**src/rtl/rr_mux8_arbiter.sv**
```systemverilog
// -----------------------------------------------------------------------------
// rr_mux8_arbiter
//
// Round-robin arbiter that shares one 8:1 single-bit mux between 8
// requesters. Requester i owns data_in[i]. While a requester holds the grant,
// the arbiter drives the mux select so that out_y carries that requester's bit.
//
// Each grant lasts at most MAX_HOLD cycles. After every grant there is one
// mandatory idle cycle. The search for the next owner starts one past the
// previous owner, so priority rotates.
//
// Parameters:
//   MAX_HOLD   maximum consecutive cycles a grant may be held (1..15)
//
// Ports:
//   clk        system clock, rising edge
//   rst        synchronous active-high reset
//   req[7:0]   request vector, req[i]=1 -> requester i wants the mux
//   data_in    mux data inputs, data_in[i] belongs to requester i
//   sel[2:0]   registered mux select (current or last granted index)
//   gnt[7:0]   registered one-hot grant, zero when nothing is granted
//   gnt_valid  registered, 1 while in GRANT (equals |gnt)
//   out_y      combinational mux output, data_in[sel] when gnt_valid else 0
//   state_dbg  debug view of the FSM state (0 = IDLE, 1 = GRANT)
//
// Handshake: req[i] is a level request. The arbiter samples req in IDLE and
// asserts gnt one edge later; the owner keeps req[i] high for as long as it
// wants the mux. Dropping req[i] releases the grant at the next edge. Grants
// are never preempted by other round-robin requesters.
//
// Optional feature (macro RR_ARB_PRIO0_EN):
//   When defined, requester 0 is high priority: it wins every IDLE
//   arbitration, and req[0] forces release of any grant held by another
//   requester at the next edge. Requester 0 is still bounded by MAX_HOLD.
// -----------------------------------------------------------------------------
module rr_mux8_arbiter #(
  parameter int MAX_HOLD = 4
) (
  input  logic       clk,
  input  logic       rst,
  input  logic [7:0] req,
  input  logic [7:0] data_in,
  output logic [2:0] sel,
  output logic [7:0] gnt,
  output logic       gnt_valid,
  output logic       out_y,
  output logic       state_dbg
);

  typedef enum logic {
    S_IDLE  = 1'b0,
    S_GRANT = 1'b1
  } state_e;

  localparam logic [3:0] HOLD_LAST = 4'(MAX_HOLD - 1);

  state_e     state_q;
  logic [2:0] sel_q;
  logic [7:0] gnt_q;
  logic       gnt_valid_q;
  logic [2:0] ptr_q;
  logic [3:0] hold_q;

  // Winner of an IDLE arbitration: first requester at or after ptr_q,
  // wrapping 7 -> 0.
  logic [2:0] pick_d;
  logic       any_req;

  always_comb begin
    pick_d  = ptr_q;
    any_req = 1'b0;
    for (int k = 7; k >= 0; k--) begin
      // Scanning downward lets the lowest offset overwrite last, so the
      // closest requester to ptr_q wins.
      if (req[ptr_q + 3'(k)]) begin
        pick_d  = ptr_q + 3'(k);
        any_req = 1'b1;
      end
    end
`ifdef RR_ARB_PRIO0_EN
    if (req[0]) begin
      pick_d  = 3'd0;
      any_req = 1'b1;
    end
`endif
  end

  // Release condition evaluated while in GRANT.
  logic release_d;

  always_comb begin
    release_d = !req[sel_q] || (hold_q == HOLD_LAST);
`ifdef RR_ARB_PRIO0_EN
    if (sel_q != 3'd0 && req[0]) begin
      release_d = 1'b1;
    end
`endif
  end

  always_ff @(posedge clk) begin
    if (rst) begin
      state_q     <= S_IDLE;
      sel_q       <= 3'd0;
      gnt_q       <= 8'h00;
      gnt_valid_q <= 1'b0;
      ptr_q       <= 3'd0;
      hold_q      <= 4'd0;
    end else begin
      case (state_q)
        S_IDLE: begin
          if (any_req) begin
            sel_q       <= pick_d;
            gnt_q       <= 8'h01 << pick_d;
            gnt_valid_q <= 1'b1;
            hold_q      <= 4'd0;
            state_q     <= S_GRANT;
          end else begin
            gnt_q       <= 8'h00;
            gnt_valid_q <= 1'b0;
          end
        end
        S_GRANT: begin
          if (release_d) begin
            // sel keeps the last owner; the next search starts just past it.
            gnt_q       <= 8'h00;
            gnt_valid_q <= 1'b0;
            ptr_q       <= sel_q + 3'd1;
            state_q     <= S_IDLE;
          end else begin
            hold_q <= hold_q + 4'd1;
          end
        end
        default: begin
          state_q     <= S_IDLE;
          gnt_q       <= 8'h00;
          gnt_valid_q <= 1'b0;
        end
      endcase
    end
  end

  assign sel       = sel_q;
  assign gnt       = gnt_q;
  assign gnt_valid = gnt_valid_q;
  assign out_y     = gnt_valid_q ? data_in[sel_q] : 1'b0;
  assign state_dbg = (state_q == S_GRANT);

endmodule
```
**config.mk**
```make
export PLATFORM = sky130hd
export DESIGN_NAME = rr_mux8_arbiter
export DESIGN_NICKNAME = d
export VERILOG_FILES = /design/src/rtl/rr_mux8_arbiter.sv
export SDC_FILE = /design/constraint.sdc
export NUM_CORES = 1
export LEC_CHECK = 0
export CAP_MARGIN = 30
export CORE_MARGIN = 5
export CORE_UTILIZATION = 45
export CTS_CLUSTER_DIAMETER = 40
export DETAILED_ROUTE_END_ITERATION = 10
export HOLD_SLACK_MARGIN = 0.08
export PLACE_DENSITY = 0.69
export SETUP_SLACK_MARGIN = 0.1
export SLEW_MARGIN = 20
export SYNTH_ARGS = -nofsm -noshare
export SYNTH_HDL_FRONTEND = slang
export SYNTH_SLANG_ARGS = --single-unit
```
**constraint.sdc**
```tcl
create_clock -name clk -period 7.8 [get_ports clk]
set_input_delay 0.78 -clock clk [delete_from_list [all_inputs] [get_ports clk]]
set_output_delay 0.78 -clock clk [all_outputs]
set_load 0.02 [all_outputs]
```
### Word level (Yosys, flattened, before mapping)

Index checks and enable logic that the tools add are counted.

* order comparisons: 9
* bitwise logic cells: 1
* mux-type cells: 48
* equal/unequal tests: 4
* add/sub/neg operators: 9
* shifts and indexed selects: 1
* reduce and logical (&&, ||, !) cells: 5

Operators by type and width (count)
* $lt A3 B4 Y1 const B: 9
* $bmux W1 S3: 10
* $mux W3: 8
* $mux W1: 22
* $mux W8: 2
* $pmux W8 S2: 1
* $add A3 B3 Y3 const B: 4
* $mux W4: 2
* $pmux W4 S2: 1
* $shl A1 B3 Y8 const A: 1
* $add A3 B1 Y3 const B: 2
* $add A3 B2 Y3 const B: 2
* $reduce_and A2 Y1: 3
* $add A4 B1 Y4 const B: 1
* $eq A4 B2 Y1 const B: 1
* $ne A2 B2 Y1 const B: 2
* $pmux W1 S2: 2
* $ne A2 B1 Y1 const B: 1
* $logic_not A1 Y1: 1
* $logic_or A1 B1 Y1: 1
* $not A1 Y1: 1

* logic and storage cells: 83
* flip-flop bits (word level): 20
* bits of input ports: 18
* output and inout bits: 14

### Depth between registers and ports, before layout

* depth in word-level cells: 14
* gate-level depth with buffers: 14

### Least setup slack after synthesis

OpenSTA, ideal clock, no wires.

* kind: reg-to-reg
* start point: register ptr_q[1]
* end point: register gnt_q[4], in the netlist gnt[4]
* buffers on the path: 3
* cell stages (with the launch flop): 13
* path slack: 4810 ps
* data arrival time: 2872 ps
* setup time: 117 ps
* cells stage by stage: dfxtp_1 -> buf_6 -> buf_2 -> inv_1 -> ha_1 -> buf_6 -> mux4_2 -> mux2_4 -> and3_4 -> o31ai_4 -> a21bo_1 -> a32oi_2 -> a32o_1

* word-level cells in the longest chain between the ends: 14
* elaborated cells between the ends (all ways): 42
* those cells by class: 7 x add/sub; 1 x shift; 34 x mux

RTL lines
* start: declaration: line 61 `logic [2:0] ptr_q;`
* start signal: assignment: line 127 `ptr_q <= sel_q + 3'd1;`
* $add A3 B3 Y3: line 75, 76
* $bmux W1 S3: line 75 `if (req[ptr_q + 3'(k)]) begin`
* $mux W1 (not written as such): line 75
* $mux W3 (8 in series): line 75
* $shl A1 B3 Y8: line 113 `gnt_q <= 8'h01 << pick_d;`
* $mux W8 (*): line 111 `if (any_req) begin`
* $pmux W8 S2 (*): line 109 `case (state_q)`
* end signal: assignment: line 113
* end: declaration: line 59 `logic [7:0] gnt_q;`

Every way passes the cells marked *; elsewhere a longest branch is shown, timed or not. The select of a mux whose other input is x is not followed.
A chain may end at the register's enable or synchronous reset.

### Worst setup path in the final report

* start point: register ptr_q[0]
* end point: register gnt_q[3], in the netlist gnt[3]

Same word-level chain as after synthesis.

==> summary.md <==
| Metric | Value |
|---|---|
| # fillers | `392` |
| Vias per std cell | `about 6.2` |
| Worst r2r src | `ptr_q[0]` |
| Avg Cell Area, Syn | `around 11 sq um` |
| Post-synth EDFFs | `0` |
| GR Overflow Total | `0` |
| CP Launch Point | `ptr_q[0]` |
| Total Routing Usage GR | `between 10% and 20%` |
| Outcome | `complete, no violations` |
| Primary FF master, synth | `dfxtp_1` |
| Syn_nets | `209` |
| Max Cap Violations | `0` |
| Io pins | `32` |
| Critical path required time | `approximately 8000 ps` |
| Worst R2R Path Depth | `8` |
| IO buf count | `31` |
| Initial drt markers | `96` |
| Final #Nets | `roughly 230` |
| Reg2reg end | `gnt[3]` |
| Period Utilization, post-route | `between 50% and 60%` |
| Static Leakage | `between 0.8 and 0.9 nW` |
| Antenna Violating Nets Remaining | `0` |
| Clock Path Buffers | `2` |
| HPWL Detailed | `3510 microns` |
| Largest net degree at the start of global routing | `18` |
| Area of the core | `~0.0044 sq mm` |
| Die H | `just under 80 microns` |
| CTS Sinks | `20` |
| Worst setup EP type | `flop` |
| Die Width | `slightly below 80 microns` |
| Yosys Warn Count | `0` |
| Ys async rst share | `0%` |
| RSZ-0062 raised after global routing | `no` |
| WHS | `467 ps` |
| GRT busiest layer | `met2` |
| Cells on Worst Hold Path | `1` |
| First-pass GRT wire length | `about 7700 microns` |
| Leading area contributor after synthesis | `mux4_2` |
| CTS clk-pin slew, worst paths | `70 ps` |
| Met1 Usage GRT | `between 20 and 25%` |
| Total Wirelength | `between 4000 and 5000 microns` |
| Max Clk Rate | `about 0.24 GHz` |
| Routed length per instance | `roughly 18 microns` |
| Share of the synthesized area in the top cell type | `roughly 24%` |
| Setup CP Type | `flop to flop` |
| Most common cell in the netlist | `mux4_2` |
| Worst clock skew | `roughly 5.2 ps` |
| Minimum clock period | `4090 ps` |
| Met3 GRT Util | `approximately 2.2%` |
| # diodes | `0` |
| Share of cells above drive strength 1 | `a little over a fifth` |
| # DRC | `0` |
| Slew @ Worst Pin | `~900 ps` |
| CP Launch Type | `flop` |
| RePlAce Congestion | `0.885` |
| Root buffer cell | `clkbuf_8` |
| Final-report max-slew violation count | `0` |
| Initial core utilization | `between 40% and 50%` |
| Worst R2R Setup Slack | `~3700 ps` |
| Syn Inst Count | `between 150 and 200` |
| Clock buffer count from CTS | `3` |
| Worst-Skew Late Latency | `260 ps` |
| Yosys cell types | `52` |
| Maximum vdd drop | `133 uV` |
| Synthesized area | `just over 0.002 sq mm` |
| HP Start | `gnt[5]` |
| CP arrival | `~4300 ps` |
| CTS tree | `yes` |
| Post-CTS setup buffers | `0` |
| Initial antenna violation count | `0` |
| DR pass1 iterations | `4` |
| Post-cts repair resize count | `0` |
| H-tree depth | `1` |
| Setup TNS | `0 ps` |
| Final number of hold-violating endpoints | `0` |
| Die Area | `0.00597 sq mm` |
| Worst-path fanout max | `17` |
| Synth Register Bits | `20` |
| Reg area | `approximately 400 sq um` |
| Worst hold-check path type | `flop to flop` |
| Post-CTS Hold Fix Bufs | `0` |
| Top post-synthesis cells by count | `22 x mux4_2, 20 x dfxtp_1, 19 x mux2i_1, 17 x nor2_1, 10 x a32o_1` |
| Row count | `24` |
| Register area share after synthesis | `roughly a fifth` |
| Via Count | `about 1,600` |
| Slew margin rel. | `about two fifths` |
| Ranking of synthesized cells by area | `mux4_2 24%, dfxtp_1 20%, mux2i_1 9.3%, a32o_1 4.9%, buf_6 3.3%` |
| Vias in the first global route | `around 1,500` |
| P&R area growth vs syn | `16.3%` |
| Setup-failing EPs final | `0` |
| M2 GR Usage | `between 20% and 30%` |
| Power Dens Cells | `~250 mW/mm^2` |
| Multi-input logic area | `0.00149 sq mm` |
| Worst hold endpoint | `gnt[5]` |
registers in the layout, indices dropped and copies added (netlist names):
name / cells
ptr_q: 3
sel: 3
hold_q: 4
gnt_valid: 1
state_dbg: 1
gnt: 8
metrics by stage:
| step | util, % | std cells | cell area, sq um | worst slack (ps) | total power [mW] |
|---|---|---|---|---|---|
| 2_1_floorplan | - | 187 | 2040 | 4810 | 0.417 |
| 3_3_place_gp | 52.4 | 254 | 2300 | 3810 | 0.485 |
| 3_5_place_dp | 52.4 | 254 | 2300 | 3690 | 0.487 |
| 4_1_cts | 54.1 | 258 | 2370 | 3680 | 0.588 |
| 5_1_grt | 54.1 | 258 | 2370 | 3350 | 0.625 |
| 6_report | 54.1 | 258 | 2370 | 3710 | 0.586 |
routing by layer:
metal | wire (microns) | vias up | part of all wire (%)
met2 | 2180 | 43 | 47
met4 | 17 | 0 | 0.37
li1 | - | 772 | -
met1 | 2200 | 779 | 48
met3 | 201 | 2 | 4.4
met5 | 0 | - | 0
report_power, final:
part	switching [mW]	internal, mW
Sequential	0.0279	0.117
Combinational	0.168	0.172
Clock	0.0333	0.0684
cell usage in the layout, fill, tap and decap left out, types with 3 or more instances in the layout:
cell type	n
clkdlybuf4s50_1	31
mux4_2	22
dfxtp_1	20
mux2i_1	19
nor2_1	17
a32o_1	10
a21oi_1	8
nand2_1	6
inv_1	5
xor2_1	4
o21ai_0	4
ha_1	4
nor2b_1	3
xnor2_1	3
a22oi_1	3
nand2b_1	3
a211oi_1	3
clkbuf_8	3
cell type report:
type	instances	area share (%)
clock buffers	3	1.74
clock inverters	1	1.27
inverters	6	0.950
multi-input cells	144	63.0
flip-flops and latches	20	16.9
well taps	52	2.75
repair buffers	32	13.4
cell families after synthesis:
kind of cell	Yosys count	share of synthesized area (%)
buf+inv	23	7.06
fa+ha+maj	4	2.46
compound gates	44	18.2
mux	45	37.3
flops	20	19.7
simple gates	42	10.7
xor+xnor	9	4.61
critical path, cell delays in order (launching register included):
cell and delay [ps]:
dfxtp_1 900, inv_2 240, ha_1 840, mux2i_1 200, mux4_2 560, and3_1 230, a41oi_2 480, nor3b_2 370
a32o_1 210
worst max-delay path by stage:
stage,end,slack (ps)
2_1_floorplan,gnt[4],4810
3_3_place_gp,gnt[5],3810
3_5_place_dp,gnt[0],3690
4_1_cts,gnt[0],3680
5_1_grt,gnt[0],3350
6_report,gnt[3],3710
Note: power is estimated with default switching activity, not from simulation.
